$ cat config.mk
export PLATFORM = sky130hd
export DESIGN_NAME = accu_step_arbiter_flat
export DESIGN_NICKNAME = d
export VERILOG_FILES = /design/src/rtl/accu_step_arbiter_if.sv /design/src/rtl/accu_step_arbiter.sv /design/src/flat_wrapper.sv
export SDC_FILE = /design/constraint.sdc
export NUM_CORES = 1
export LEC_CHECK = 0
export ABC_CLOCK_PERIOD_IN_PS = 2900
export CAP_MARGIN = 20
export CORE_ASPECT_RATIO = 0.7
export CORE_UTILIZATION = 50
export DETAILED_ROUTE_END_ITERATION = 16
export PLACE_DENSITY_LB_ADDON = 0.05
export SLEW_MARGIN = 20
export SYNTH_ARGS = -nofsm -noshare
export SYNTH_HDL_FRONTEND = slang
export SYNTH_SLANG_ARGS = --single-unit
$ cat constraint.sdc
create_clock -name clk -period 2.9 [get_ports clk]
set_clock_uncertainty 0.15 [all_clocks]
set_input_delay 0.435 -clock clk [delete_from_list [all_inputs] [get_ports clk]]
set_output_delay 0.435 -clock clk [all_outputs]
set_load 0.01 [all_outputs]
$ cat src/rtl/accu_step_arbiter_if.sv
// Handshake and accumulator-side signals of the two-requester step arbiter.
// Master drives requests and the accumulator flag; slave is the arbiter.
interface accu_step_arbiter_if #(
  parameter int CNT_W = 8
);
  logic [1:0]       req;
  logic [1:0]       bit_in;
  logic             acc_out;
  logic             acc_in;
  logic             acc_next;
  logic [1:0]       ack;
  logic [1:0]       hit;
  logic [CNT_W-1:0] hit_cnt0;
  logic [CNT_W-1:0] hit_cnt1;
  logic             busy;
  logic             last_grant;

  modport master (
    output req, bit_in, acc_out,
    input  acc_in, acc_next, ack, hit, hit_cnt0, hit_cnt1, busy, last_grant
  );

  modport slave (
    input  req, bit_in, acc_out,
    output acc_in, acc_next, ack, hit, hit_cnt0, hit_cnt1, busy, last_grant
  );
endinterface

$ cat src/rtl/accu_step_arbiter.sv
// Round-robin sharing of one edge-stepped accumulator between two requesters,
// with per-requester terminal-count routing and saturating hit counters.
//
// state  | meaning
// IDLE   | arbitrate; report hit of the step just finished
// DRIVE  | acc_next high for HOLD cycles, ack in first cycle
// SETTLE | acc_next low for GAP cycles, acc_out sampled in last cycle
module accu_step_arbiter #(
  parameter int HOLD  = 2,
  parameter int GAP   = 3,
  parameter int CNT_W = 8
) (
  input logic                clk,
  input logic                reset,
  accu_step_arbiter_if.slave bus
);

  typedef enum logic [1:0] {
    IDLE   = 2'd0,
    DRIVE  = 2'd1,
    SETTLE = 2'd2
  } state_t;

  localparam int TMR_MAX = (HOLD > GAP) ? HOLD : GAP;
  localparam int TW      = (TMR_MAX > 1) ? $clog2(TMR_MAX) : 1;

  state_t           state_q, state_d;
  logic [TW-1:0]    tmr_q, tmr_d;
  logic             owner_q, owner_d;
  logic             bit_q, bit_d;
  logic             last_q, last_d;
  logic [1:0]       ack_q, ack_d;
  logic [1:0]       hit_q, hit_d;
  logic             acc_next_q, acc_next_d;
  logic             busy_q, busy_d;
  logic [CNT_W-1:0] cnt0_q, cnt0_d;
  logic [CNT_W-1:0] cnt1_q, cnt1_d;
  logic             win;

  always_ff @(posedge clk) begin
    if (!reset) begin
      state_q    <= IDLE;
      tmr_q      <= '0;
      owner_q    <= 1'b0;
      bit_q      <= 1'b0;
      last_q     <= 1'b1;
      ack_q      <= 2'b00;
      hit_q      <= 2'b00;
      acc_next_q <= 1'b0;
      busy_q     <= 1'b0;
      cnt0_q     <= '0;
      cnt1_q     <= '0;
    end else begin
      state_q    <= state_d;
      tmr_q      <= tmr_d;
      owner_q    <= owner_d;
      bit_q      <= bit_d;
      last_q     <= last_d;
      ack_q      <= ack_d;
      hit_q      <= hit_d;
      acc_next_q <= acc_next_d;
      busy_q     <= busy_d;
      cnt0_q     <= cnt0_d;
      cnt1_q     <= cnt1_d;
    end
  end

  always_comb begin
    state_d    = state_q;
    tmr_d      = tmr_q;
    owner_d    = owner_q;
    bit_d      = bit_q;
    last_d     = last_q;
    ack_d      = 2'b00;
    hit_d      = 2'b00;
    acc_next_d = 1'b0;
    busy_d     = 1'b0;
    cnt0_d     = cnt0_q;
    cnt1_d     = cnt1_q;
    // Contention goes to the requester not served last; a lone request always wins.
    win        = (bus.req == 2'b11) ? ~last_q : bus.req[1];

    case (state_q)
      IDLE: begin
        if (bus.req != 2'b00) begin
          owner_d    = win;
          bit_d      = bus.bit_in[win];
          last_d     = win;
          ack_d      = win ? 2'b10 : 2'b01;
          acc_next_d = 1'b1;
          busy_d     = 1'b1;
          tmr_d      = TW'(HOLD - 1);
          state_d    = DRIVE;
        end
      end
      DRIVE: begin
        busy_d = 1'b1;
        if (tmr_q == '0) begin
          tmr_d   = TW'(GAP - 1);
          state_d = SETTLE;
        end else begin
          tmr_d      = tmr_q - TW'(1);
          acc_next_d = 1'b1;
        end
      end
      SETTLE: begin
        if (tmr_q == '0) begin
          state_d = IDLE;
          // acc_out has had at least one cycle to settle after the strobe rose.
          if (bus.acc_out) begin
            hit_d = owner_q ? 2'b10 : 2'b01;
            if (owner_q) begin
              if (cnt1_q != '1) cnt1_d = cnt1_q + CNT_W'(1);
            end else begin
              if (cnt0_q != '1) cnt0_d = cnt0_q + CNT_W'(1);
            end
          end
        end else begin
          tmr_d  = tmr_q - TW'(1);
          busy_d = 1'b1;
        end
      end
      default: state_d = IDLE;
    endcase
  end

  assign bus.acc_in     = bit_q;
  assign bus.acc_next   = acc_next_q;
  assign bus.ack        = ack_q;
  assign bus.hit        = hit_q;
  assign bus.hit_cnt0   = cnt0_q;
  assign bus.hit_cnt1   = cnt1_q;
  assign bus.busy       = busy_q;
  assign bus.last_grant = last_q;

endmodule

$ cat src/flat_wrapper.sv
// flat-port wrapper written by rule: the top's interface ports become plain ports
module accu_step_arbiter_flat 
#(
  parameter int HOLD  = 2,
  parameter int GAP   = 3,
  parameter int CNT_W = 8
)
  (clk, reset, bus_req, bus_bit_in, bus_acc_out, bus_acc_in, bus_acc_next, bus_ack, bus_hit, bus_hit_cnt0, bus_hit_cnt1, bus_busy, bus_last_grant);
  accu_step_arbiter_if #(.CNT_W(CNT_W)) bus_i ();
  input logic clk;
  input logic reset;
  input wire logic [$bits(bus_i.req)-1:0] bus_req;
  input wire logic [$bits(bus_i.bit_in)-1:0] bus_bit_in;
  input wire logic [$bits(bus_i.acc_out)-1:0] bus_acc_out;
  output wire logic [$bits(bus_i.acc_in)-1:0] bus_acc_in;
  output wire logic [$bits(bus_i.acc_next)-1:0] bus_acc_next;
  output wire logic [$bits(bus_i.ack)-1:0] bus_ack;
  output wire logic [$bits(bus_i.hit)-1:0] bus_hit;
  output wire logic [$bits(bus_i.hit_cnt0)-1:0] bus_hit_cnt0;
  output wire logic [$bits(bus_i.hit_cnt1)-1:0] bus_hit_cnt1;
  output wire logic [$bits(bus_i.busy)-1:0] bus_busy;
  output wire logic [$bits(bus_i.last_grant)-1:0] bus_last_grant;
  assign bus_i.req = bus_req;
  assign bus_i.bit_in = bus_bit_in;
  assign bus_i.acc_out = bus_acc_out;
  assign bus_acc_in = bus_i.acc_in;
  assign bus_acc_next = bus_i.acc_next;
  assign bus_ack = bus_i.ack;
  assign bus_hit = bus_i.hit;
  assign bus_hit_cnt0 = bus_i.hit_cnt0;
  assign bus_hit_cnt1 = bus_i.hit_cnt1;
  assign bus_busy = bus_i.busy;
  assign bus_last_grant = bus_i.last_grant;
  accu_step_arbiter #(.HOLD(HOLD), .GAP(GAP), .CNT_W(CNT_W)) u_core (.clk(clk), .reset(reset), .bus(bus_i));
endmodule
==> flow_summary.json <==
{
  "status": "completed",
  "cts-root-buf": "clkbuf_8",
  "worstHoldEndpoint": "u_core.tmr_q[1]",
  "first_global_vias": 1120,
  "via_per_inst": 5.58,
  "setup_viol_count_final": 0,
  "syn_nets": 169,
  "worstPathArrival_ps": 2150,
  "rr_worst_depth": 5,
  "synth_ff_type": "dfxtp_1",
  "synth.distinct_cells": 38,
  "chipHeight_um": 45.8,
  "grt_max_degree": 22,
  "n_antenna_cell": 0,
  "synth_common_cells": "29 x dfxtp_1, 15 x nor2_1, 11 x a21oi_1",
  "syn2layout_area_growth_pct": 30.2,
  "cap_violations": 0,
  "r2r_start": "u_core.state_q[0]",
  "synth_edf_count": 0,
  "yosysTopAreaCellShare_pct": 42.4,
  "cp-start-kind": "flop",
  "cts_max_level": 2,
  "cp.required_ps": 2950,
  "whs_path_depth": 2,
  "hold_path.class": "flop to flop",
  "worst_setup_path_end_kind": "flop",
  "grtUsageTotal_pct": 22.0,
  "clock.fmax_mhz": 477,
  "wl_mm": 3.01,
  "drive_above_1_share_pct": 5.85,
  "routed-via-count": 1238,
  "yosysTopAreaCell": "dfxtp_1",
  "std_cell_rows": 15,
  "ctsHoldBuffers": 0,
  "peakVddDrop_mv": 0.407,
  "final.min_clock_period_ps": 2100,
  "wl_per_cell_um": 13.5,
  "yosys_warnings": 0,
  "dieWidth_um": 64.6,
  "synth_seq_cells": 29,
  "relSlewSlack_pct": 55.1,
  "synth_seq_area_share_pct": 42.4,
  "cts_tree": "yes",
  "slew_violations": 0,
  "yosys-top-cells-area": "dfxtp_1 42%, ha_1 8.2%, nor2_1 4.1%",
  "fp.coreArea_um2": 2530,
  "min-delay-start": "u_core.tmr_q[1]",
  "regToRegEndpoint": "u_core.tmr_q[1]",
  "tns_ps": 0,
  "ios": 31,
  "synthArstFlopShare_pct": 0,
  "dieArea_um2": 2960,
  "drcViolationCount": 0,
  "first_iter_violations": 39,
  "hold_viol_final": 0,
  "overflow": 0,
  "cts_num_sinks": 29,
  "hpwl_mm": 2.16,
  "cts_buffer_depth": 2,
  "grt_first_pass_wirelength_mm": 4.90,
  "fin_ws_ps": 804,
  "syn_area_per_cell_um2": 8.95,
  "criticalPathCategory": "flop to flop",
  "nets": 203,
  "tightest_slew_ps": 672,
  "initial_utilization_pct": 54.1,
  "fillerInstances": 208,
  "synth_area_um2": 1370,
  "leakage_uw": 0.000678,
  "path_max_fanout": 8,
  "clk_pin_slew_ps": 60,
  "drtAntennaViolNets": 0,
  "cts_buffers": 5,
  "min_period_over_period_pct": 72.3,
  "post-cts-setup-buffer-count": 0,
  "regToRegSetupSlack_ps": 800,
  "grt_antenna_before_repair": 0,
  "pre_cts_ws_ps": 609,
  "powerDensity_nw_per_um2": 584,
  "post-route-util_pct": 70.4,
  "dr.pass1.iters": 4,
  "rsz0062_at_grt": "no",
  "netlist_instances": 153,
  "ctsResizeCount": 0,
  "clk_latency_ps": 280,
  "portBuffers": 30,
  "whs_ps": 329,
  "routabilityCongestion": 0.876,
  "synthMostInstantiatedCell": "dfxtp_1"
}
## through the flow
stage	power, uW	area [um^2]	instances
5_1_grt	1110	1780	222
2_1_floorplan	642	1370	153
6_report	1040	1780	222
3_5_place_dp	736	1700	214
4_1_cts	1050	1780	222
3_3_place_gp	723	1700	214
## cells by family (layout without fill, tap and decap cells)
kind of cell / count (synthesis) / in the layout / synth area share (%)
compound gates: 37 / 37 / 17.5
buf+inv: 13 / 48 / 3.56
flops: 29 / 29 / 42.4
fa+ha+maj: 9 / 9 / 8.22
simple gates: 55 / 55 / 21.6
xor+xnor: 7 / 7 / 4.47
mux: 3 / 3 / 2.19
## metal layers
metal	routed length, um	vias up	GRT usage, %
li1	-	618	-
met2	1350	42	35.8
met5	0	-	0
met3	169	2	8.00
met1	1480	576	28.5
met4	10	0	4.89
## cells in the final DEF (no fill, tap or decap), types with 3 or more instances in the layout
| cell type | instances |
|---|---|
| or3_1 | 4 |
| nor3_1 | 4 |
| clkdlybuf4s50_1 | 30 |
| ha_1 | 9 |
| inv_1 | 10 |
| nor2_1 | 15 |
| nand2_1 | 6 |
| clkbuf_8 | 5 |
| dfxtp_1 | 29 |
| a211oi_1 | 3 |
| a21oi_1 | 11 |
| o21ai_0 | 8 |
| and3_1 | 4 |
| nand4_1 | 5 |
| o21a_1 | 3 |
| xor2_1 | 5 |
| mux2i_1 | 3 |
| nand3_1 | 6 |
## sequential cells by signal, summed over array words and instances, names as in the netlist
| signal | count |
|---|---|
| u_core.bus.hit | 2 |
| u_core.owner_q | 1 |
| u_core.bus.ack | 2 |
| u_core.bus.last_grant | 1 |
| u_core.bus.hit_cnt1 | 8 |
| u_core.state_q | 2 |
| u_core.bus.hit_cnt0 | 8 |
| u_core.bus.acc_next | 1 |
| u_core.bus.busy | 1 |
| u_core.bus.acc_in | 1 |
| u_core.tmr_q | 2 |
## worst max-delay path by stage
stage | startpoint | to | slack (ps)
after floorplan | u_core.state_q[0] | u_core.tmr_q[1] | 1010
final | u_core.state_q[0] | u_core.tmr_q[1] | 800
after detailed placement | bus_req[1] | u_core.tmr_q[1] | 610
after global placement | bus_req[1] | u_core.tmr_q[1] | 650
after CTS | u_core.state_q[0] | u_core.tmr_q[1] | 800
after global routing | u_core.state_q[0] | u_core.tmr_q[1] | 650
## power by group
part           total [uW]  switching [uW]  internal [uW]
sequential            464            26.2            438
combinational         268             143            125
clock                 311             145            166
total                1040             314            729
## worst max-delay path, stage by stage (launching register included)
cell and delay, ps:
dfxtp_1 400, inv_1 80, ha_1 310, a221o_1 410
or4b_1 520, a21oi_1 150
## cell type report
| class | instances | area, um^2 | area share (%) |
|---|---|---|---|
| multi-input combinational | 111 | 741 | 41.5 |
| sequential | 29 | 581 | 32.5 |
| timing repair buffer | 30 | 300 | 16.8 |
| clock buffer | 6 | 72.6 | 4.07 |
| tap | 34 | 42.5 | 2.38 |
| inverter | 10 | 37.5 | 2.10 |
| clock inverter | 2 | 10.0 | 0.561 |
(Power assumes the default switching activity.)
